<file path="config.mk">
export PLATFORM = sky130hd
export DESIGN_NAME = asyn_updown_counter
export DESIGN_NICKNAME = d
export VERILOG_FILES = /design/src/rtl/asyn_updown_counter_pkg.sv /design/src/rtl/asyn_updown_counter.sv
export SDC_FILE = /design/constraint.sdc
export NUM_CORES = 1
export LEC_CHECK = 0
export ABC_AREA = 1
export CAP_MARGIN = 20
export CORE_AREA = 10 10 47 49
export DETAILED_ROUTE_END_ITERATION = 8
export DIE_AREA = 0 0 57 59
export DONT_BUFFER_PORTS = 1
export SLEW_MARGIN = 20
export SYNTH_ARGS = -nofsm -noshare
export SYNTH_HDL_FRONTEND = slang
export SYNTH_SLANG_ARGS = --single-unit
</file>
<file path="constraint.sdc">
create_clock -name clk -period 1.6 [get_ports clk]
set_clock_uncertainty 0.2 [all_clocks]
set_input_delay 0.32 -clock clk [delete_from_list [all_inputs] [get_ports clk]]
set_output_delay 0.32 -clock clk [all_outputs]
set_load 0.02 [all_outputs]
</file>
<file path="src/rtl/asyn_updown_counter_pkg.sv">
// rtl/asyn_updown_counter_pkg.sv - shared width constant and count type for the up/down counter
`timescale 1ns/1ps
package asyn_updown_counter_pkg;

    // Default counter width; count range is 0 .. 2**DEFAULT_WIDTH-1.
    localparam int DEFAULT_WIDTH = 3;

    // Count vector at the default width.
    typedef logic [DEFAULT_WIDTH-1:0] count_t;

endpackage

</file>
<file path="src/rtl/asyn_updown_counter.sv">
// rtl/asyn_updown_counter.sv - free-running up/down counter, async active-low reset, optional tc (ASYN_UPDOWN_TC_EN)
`timescale 1ns/1ps
module asyn_updown_counter
    import asyn_updown_counter_pkg::*;
#(
    parameter int WIDTH = DEFAULT_WIDTH
) (
    output logic [WIDTH-1:0] y,
    input  logic             clk,
    input  logic             rst,
    input  logic             updown
`ifdef ASYN_UPDOWN_TC_EN
    ,
    output logic             tc
`endif
);

    // Count register: cleared immediately while rst is low, otherwise steps
    // one up or one down on every rising edge, wrapping modulo 2**WIDTH.
    always_ff @(posedge clk or negedge rst) begin
        if (!rst) begin
            y <= '0;
        end else if (updown) begin
            y <= y + WIDTH'(1);
        end else begin
            y <= y - WIDTH'(1);
        end
    end

`ifdef ASYN_UPDOWN_TC_EN
    // Terminal count: the next edge in the current direction will wrap.
    always_comb begin
        tc = updown ? (y == '1) : (y == '0);
    end
`endif

endmodule

</file>
# ---- After elaboration in Yosys (flattened, before gate mapping)
# Cells that the tools add are included.
dict set report totals {
  regBits 3
  latch_bits 0
  mem_bits_rw 0
  rom_bits 0
  inputBits 3
  output_inout_bits 3
  n_memories 0
}
dict set report classes {
  add_sub_neg 2
  multipliers 0
  div_mod_pow 0
  magnitude_cmp 0
  n_eq_ne 0
  n_shift 0
  n_mux 1
  bitwise 0
  reduce_logical 0
}
# operator count
set ops {}
lappend ops {{adder 3 x 1 -> 3 bit, second input constant} 1}
lappend ops {{2-to-1 mux 3 bit} 1}
lappend ops {{subtractor 3 x 1 -> 3 bit, second input constant} 1}

# ---- Depth between registers and ports, before layout
# Gate-level depths: netlist of run 1.
dict set report depth {
  depth_word 2
  depth_mapped 5
  depth_no_buf 5
}

# ---- Worst setup path before layout of run 1
# OpenSTA, ideal clock, no wires.
dict set report synth_path {
  path_type {flip-flop to flip-flop}
  startpoint {register y[0]}
  endpoint {register y[2]}
  setup_ps 65
  arrival_ps 1086
  required_time_ps 1335
  slack_ps 249
  stages_incl_launch_ff 5
  period_less_slack_ps 1351
  cell_sequence {dfrtp_1 -> fa_1 -> inv_1 -> nand3_1 -> nand2_1}
}
dict set report synth_between {
  elab_chain_len 2
}
# item line_no
set synth_rtl {}
lappend synth_rtl {{start, declared} asyn_updown_counter.sv:8} ;# output logic [WIDTH-1:0] y,
lappend synth_rtl {{start signal, assigned} asyn_updown_counter.sv:24} ;# y <= y + WIDTH'(1);
lappend synth_rtl {{start signal, assigned} asyn_updown_counter.sv:26} ;# y <= y - WIDTH'(1);
lappend synth_rtl {{subtractor 3 x 1 -> 3 bit / adder 3 x 1 -> 3 bit (equally long branches)} {asyn_updown_counter.sv:26, asyn_updown_counter.sv:24}}
lappend synth_rtl {{2-to-1 mux 3 bit *} asyn_updown_counter.sv:23} ;# end else if (updown) begin
# Every way passes the cells marked *; elsewhere a longest branch is shown, timed or not.

# ---- Final worst setup path of run 1
dict set report layout_path {
  startpoint {register y[1]}
  endpoint {register y[2]}
}
# The elaborated chain is that of the path after synthesis.

==> results of run 1 <==
-- power by group --
group,switching [mW],internal (mW),total [mW]
logic,0.0300,0.0254,0.0554
clock network,0.0372,0.0933,0.131
registers,0.0585,0.102,0.161
-- layout make-up --
cell class	instances	area (um2)
Fill cell	163	1200
Sequential cell	3	75.1
Multi-Input combinational cell	7	46.3
Clock buffer	4	26.3
Tap cell	16	20.0
Timing Repair Buffer	2	17.5
Inverter	4	15.0
-- kinds of logic after synthesis --
| group | after synthesis | share of synthesized area, % |
|---|---|---|
| buf+inv | 4 | 11.0 |
| simple gates | 6 | 19.3 |
| flops | 3 | 55.0 |
| fa+ha+maj | 1 | 14.7 |
-- layout by cell type, fill, tap and decap left out, types with 3 or more instances in the layout --
cell / count
clkbuf_4: 3
dfrtp_1: 3
inv_1: 3
nand2_1: 4
-- per-stage QoR --
stage / power [mW] / utilization (%) / std cells
6_report: 0.347 / 14.3 / 36
3_5_place_dp: 0.218 / 11.7 / 31
3_3_place_gp: 0.213 / 11.7 / 31
2_1_floorplan: 0.201 / - / 14
4_1_cts: 0.362 / 14.3 / 36
5_1_grt: 0.387 / 14.3 / 36
-- critical path, stage by stage, from the launching register on --
cell and delay, ns:
dfrtp_1 0.46, fa_1 0.44, inv_1 0.06, nand3_1 0.07
nand2_1 0.06
-- layer usage --
metal | up-vias | global-route usage [%]
li1 | 51 | -
met1 | 47 | 1.08
met2 | 5 | 3.26
met3 | 0 | 3.86
met4 | 0 | 4.03
met5 | - | 0
-- worst min-delay path by stage --
stage                     depth (start not counted)   start  endpoint  slack [ns]
after floorplan                                   0     rst      y[0]       -0.18
after global placement                            0     rst      y[1]       -0.18
after detailed placement                          0     rst      y[1]       -0.18
after CTS                                         3  updown      y[2]        0.10
after global routing                              3  updown      y[2]        0.13
final                                             3  updown      y[2]        0.11
==> flow_metrics.env, run 1 <==
export IMPL_drt_first_pass_iters=2
export IMPL_core_area_um2=1400
export IMPL_grt_first_pass_wirelength_um=524
export IMPL_grt_usage_pct=2.60
export IMPL_fin_nets=25
export IMPL_p_leak_nw=0.108
export IMPL_antennaDiodeCount=0
export IMPL_numCtsBuffers=3
export IMPL_maxCapViolations=0
export IMPL_worst_slack_ns=0.240
export IMPL_syn_nets=18
export IMPL_fin_tns_setup_ns=0
export IMPL_grt_setup_unrepaired="false"
export IMPL_netlist_top_cells_count="4 x nand2_1, 3 x dfrtp_1, 3 x inv_1"
export IMPL_pre_cts_ws_ns=0.241
export IMPL_crit_type="reg -> reg"
export IMPL_synthFlopType="dfrtp_1"
export IMPL_finalSetupViolCount=0
export IMPL_hold_slack_ns=0.112
export IMPL_synth_top_area_share_pct=55.0
export IMPL_drtIter0Drc=1
export IMPL_rr_endpoint="y[2]"
export IMPL_cts_htree_levels=1
export IMPL_cp_startpoint="y[1]"
export IMPL_grt_max_degree=4
export IMPL_vias_per_cell=2.86
export IMPL_largest_register="y"
export IMPL_syn_inst=14
export IMPL_synth_top_cell_by_area="dfrtp_1"
export IMPL_clockBufferDepth=2
export IMPL_outcome="complete, no violations"
export IMPL_cts_tree="yes"
export IMPL_seq_area_frac_synth_pct=55.0
export IMPL_irDropWorstVdd_v=0.000192
export IMPL_reg2reg_slack_ns=0.24
export IMPL_grt_antenna_before_repair=0
export IMPL_yosysWarningCount=0
export IMPL_yosys_top_cells_area="dfrtp_1 55%, fa_1 15%, nand2_1 11%"
export IMPL_cp_required_ns=1.57
export IMPL_power_density_nw_per_um2=1730
export IMPL_initial_core_util_pct=9.73
export IMPL_grt_pass1_vias=125
export IMPL_dr_max_layer_used="met3"
export IMPL_max_clock_freq_mhz=735
export IMPL_drive_gt1_share_pct=30.0
export IMPL_portBuffers=0
export IMPL_wl_per_cell_um=8.42
export IMPL_period_minus_slack_ns=1.36
export IMPL_dr_wl_met2_um=144
export IMPL_synth_edf_count=0
export IMPL_yosysUniqueCellTypes=7
export IMPL_ant_nets=0
export IMPL_worstPathArrival_ns=1.33
export IMPL_ys_ff_latch=3
export IMPL_post_cts_setup_buffers=0
export IMPL_met3_wirelength_um=72
export IMPL_die_area_um2=3360
export IMPL_rows=14
export IMPL_cts_resized=0
export IMPL_finalMaxSlewViolations=0
export IMPL_globalplace_congestion=0.583
export IMPL_ctsHoldBuffers=1
export IMPL_syn_avg_cell_area_um2=9.74
export IMPL_clock_latency_ns=0.23
export IMPL_io_pins=6
export IMPL_r2r_start="y[1]"
export IMPL_slew_headroom_pct=82.3
export IMPL_crit_path_start_kind="flop"
export IMPL_design_area_um2=200
export IMPL_drt_met1_wl_um=86
export IMPL_vias=103
export IMPL_hold_violations=0
export IMPL_async_reset_ff_share_pct=100
export IMPL_cp_max_fo=2
export IMPL_cp_end_kind="flop"
export IMPL_hpwl_um=260
export IMPL_dieWidth_um=57
export IMPL_overflow=0
export IMPL_drc=0
export IMPL_reg_top3="y (3)"
export IMPL_yosysMostFrequentCell="nand2_1"
export IMPL_hold_class="in -> reg"
export IMPL_root_buffer="clkbuf_4"
export IMPL_wl_um=303
export IMPL_tightestPinTransition_ns=0.265
export IMPL_largest_reg_flops=3
export IMPL_die_h_um=59
export IMPL_ff2ff_path_depth=4
export IMPL_clk_pin_slew_ns=0.04
export IMPL_fin_crit_sh_pct=85.0
export IMPL_syn2layout_area_growth_pct=46.8
export IMPL_synth_area_um2=136
export IMPL_cts_sinks=3
export IMPL_cp_endpoint="y[2]"
export IMPL_dpl_cell_area_um2=164
Power figures use the tool's default switching activity.
==> run 2, diff against run 1 <==
--- a/config.mk
+++ b/config.mk
@@ -5,7 +5,7 @@
 export SDC_FILE = /design/constraint.sdc
 export NUM_CORES = 1
 export LEC_CHECK = 0
-export ABC_AREA = 1
+export ABC_AREA = 0
 export CAP_MARGIN = 20
 export CORE_AREA = 10 10 47 49
 export DETAILED_ROUTE_END_ITERATION = 8
==> constraint.sdc (replaced) <==
create_clock -name clk -period 1.3 [get_ports clk]
set_clock_uncertainty 0.2 [all_clocks]
set_input_delay 0.26 -clock clk [delete_from_list [all_inputs] [get_ports clk]]
set_output_delay 0.26 -clock clk [all_outputs]
set_load 0.02 [all_outputs]
==> run 2 against run 1 <==
  * Largest cell class unchanged
  * Clock power up 23%
  * Synthesized area shrank 8.3%
  * Clock-buffer cell count unchanged
  * Hold slack worse by 0.072 ns
  * Die area did not move
  * Flip-flop and latch count unchanged
  * Largest power group is now combinational cells
  * Sequential power shrank 5%
  * Register-to-register slack got worse by 0.21 ns
==> flow_metrics.env, run 2 <==
export IMPL_drive_gt1_share_pct=60.0
export IMPL_netlist_top_cells_count="3 x dfrtp_1, 2 x inv_1, 1 x fa_1, 1 x xnor3_1"
export IMPL_vias_per_cell=2.84
export IMPL_cp_required_ns=1.20
export IMPL_synth_area_um2=125
export IMPL_syn_inst=7
export IMPL_io_pins=6
export IMPL_grt_first_pass_wirelength_um=531
export IMPL_portBuffers=0
export IMPL_cts_sinks=3
export IMPL_rr_endpoint="y[2]"
export IMPL_hold_violations=0
export IMPL_grt_setup_unrepaired="true"
export IMPL_fin_nets=20
export IMPL_worst_slack_ns=0.0281
export IMPL_fin_crit_sh_pct=97.8
export IMPL_largest_reg_flops=3
export IMPL_globalplace_congestion=0.670
export IMPL_hold_class="in -> reg"
export IMPL_cts_htree_levels=1
export IMPL_yosysWarningCount=0
export IMPL_numCtsBuffers=3
export IMPL_syn_nets=11
export IMPL_yosysUniqueCellTypes=4
export IMPL_yosysMostFrequentCell="dfrtp_1"
export IMPL_ff2ff_path_depth=2
export IMPL_ant_nets=0
export IMPL_crit_type="reg -> reg"
export IMPL_wl_per_cell_um=10.5
export IMPL_pre_cts_ws_ns=0.00819
export IMPL_maxCapViolations=0
export IMPL_switching_share_pct=29.6
export IMPL_synthFlopType="dfrtp_1"
export IMPL_finalSetupViolCount=0
export IMPL_worstPathArrival_ns=1.17
export IMPL_rows=14
export IMPL_grt_pass1_vias=126
export IMPL_drc=0
export IMPL_grt_usage_pct=2.65
export IMPL_p_int_mw=0.339
export IMPL_cts_resized=0
export IMPL_tightestPinTransition_ns=0.151
export IMPL_max_stage_delay_ns=0.41
export IMPL_reg2reg_slack_ns=0.03
export IMPL_antennaDiodeCount=0
export IMPL_finalMaxSlewViolations=0
export IMPL_core_area_um2=1400
export IMPL_postLayoutCoreUtil_pct=14.9
export IMPL_seq_area_frac_synth_pct=60.0
export IMPL_drtIter0Drc=0
export IMPL_period_minus_slack_ns=1.27
export IMPL_clock_latency_ns=0.23
export IMPL_nFillCells=160
export IMPL_die_area_um2=3360
export IMPL_syn2layout_area_growth_pct=67.0
export IMPL_wl_um=326
export IMPL_yosys_top_cells_area="dfrtp_1 60%, xnor3_1 18%, fa_1 16%"
export IMPL_fin_tns_setup_ns=0
export IMPL_hold_end="y[2]"
export IMPL_power_share_clock_pct=33.4
export IMPL_whs_path_depth=1
export IMPL_final_cell_mix="3 x clkbuf_4, 3 x buf_4, 2 x inv_1, 2 x dfrtp_2"
export IMPL_irDropWorstVdd_v=0.000269
export IMPL_max_clock_freq_mhz=786
export IMPL_async_reset_ff_share_pct=100
export IMPL_root_buffer="clkbuf_4"
export IMPL_hp_start="updown"
export IMPL_path_cells="fa_2 > xnor3_1"
export IMPL_outcome="complete, no violations"
export IMPL_grt_max_degree=4
export IMPL_syn_avg_cell_area_um2=17.9
export IMPL_cp_max_fo=2
export IMPL_drt_first_pass_iters=1
export IMPL_largest_register="y"
export IMPL_synth_top_area_share_pct=60.0
export IMPL_r2r_start="y[0]"
export IMPL_combPwrFrac_pct=34.8
export IMPL_synth_top_cell_by_area="dfrtp_1"
export IMPL_vias=88
export IMPL_clk_pin_slew_ns=0.04
export IMPL_reg_top3="y (3)"
export IMPL_worst_path_max_delay_cell="dfrtp_2"
export IMPL_p_leak_nw=0.102
export IMPL_power_frac_seq_pct=31.7
export IMPL_cp_end_kind="flop"
export IMPL_clockBufferDepth=2
export IMPL_slew_headroom_pct=89.9
export IMPL_initial_core_util_pct=8.93
export IMPL_cts_tree="yes"
export IMPL_crit_path_start_kind="flop"
export IMPL_p_sw_mw=0.142
export IMPL_critPathBufInv=0
export IMPL_grt_antenna_before_repair=0
export IMPL_synth_edf_count=0
export IMPL_die_h_um=59
export IMPL_overflow=0
export IMPL_ys_ff_latch=3
export IMPL_crit_family="flip-flops"
export IMPL_dieWidth_um=57
export IMPL_power_density_nw_per_um2=2300
## run 2: cell count changes after synthesis
cell / before / now
inv_1: 3 / 2
nand2_1: 4 / 0
nand2_2: 1 / 0
nand3_1: 1 / 0
xnor3_1: 0 / 1
inv_2: 1 / 0
## run 2: stage by stage
step	instance area (um2)	hold WS [ns]	instances	total power, mW
floorplan	130	-0.236	7	0.253
global placement	173	-0.235	26	0.313
detailed placement	173	-0.235	26	0.326
CTS	209	0.0393	31	0.501
global route	209	0.0397	31	0.508
finish	209	0.0404	31	0.482
## run 2: cell type report
type / instances / area, um2 / area share (%)
Tap cell: 16 / 20.0 / 9.58
Multi-Input combinational cell: 2 / 45.0 / 21.6
Timing Repair Buffer: 4 / 32.5 / 15.6
Inverter: 2 / 7.51 / 3.59
Sequential cell: 3 / 77.6 / 37.1
Clock buffer: 4 / 26.3 / 12.6
## run 2: cells by family (layout without fill, tap and decap cells)
| kind of cell | count (synthesis) | count (layout) | synth area share [%] |
|---|---|---|---|
| DFF | 3 | 3 | 60.0 |
| buffers and inverters | 2 | 10 | 6.00 |
| adders and majority gates | 1 | 1 | 16.0 |
| xor gates and xnor gates | 1 | 1 | 18.0 |
## run 2: worst max-delay path by stage
| stage | start | to | slack [ns] | cells after the start |
|---|---|---|---|---|
| floorplan | y[1] | y[2] | 0.005 | 2 |
| global placement | y[1] | y[2] | 0.06 | 2 |
| detailed placement | y[1] | y[2] | 0.008 | 2 |
| CTS | y[1] | y[2] | 0.009 | 2 |
| global route | y[0] | y[2] | -0.002 | 2 |
| finish | y[0] | y[2] | 0.03 | 2 |
## run 2: timing repair
action / 4_1_cts / 5_1_grt
hold endpoints to repair: 3 / 0
hold buffers: 1 / 0
endpoints found under the setup margin: 0 / 1
buffers inserted: 0 / 0
## run 2: power by group through the flow
| stage | Combinational [mW] | Clock [mW] | Sequential [mW] |
|---|---|---|---|
| final | 0.168 | 0.161 | 0.153 |
| after floorplan | 0.0588 | 0 | 0.194 |
| after detailed placement | 0.169 | 0 | 0.157 |
| after global routing | 0.180 | 0.172 | 0.156 |
| after global placement | 0.160 | 0 | 0.153 |
| after CTS | 0.175 | 0.170 | 0.157 |
## run 2: worst register-to-register path, delay by kind of cell (launching register included)
family,cells,cell delay [ns]
xor+xnor,1,0.18
fa+ha+maj,1,0.36
flops,1,0.41
## run 2: metal layers
layer / up-vias / track usage [%] / share of wire [%]
li1: 36 / - / -
met1: 44 / 0.722 / 17
met2: 6 / 3.72 / 54
met3: 2 / 4.08 / 27
met4: 0 / 4.03 / 1.2
met5: - / 0 / 0
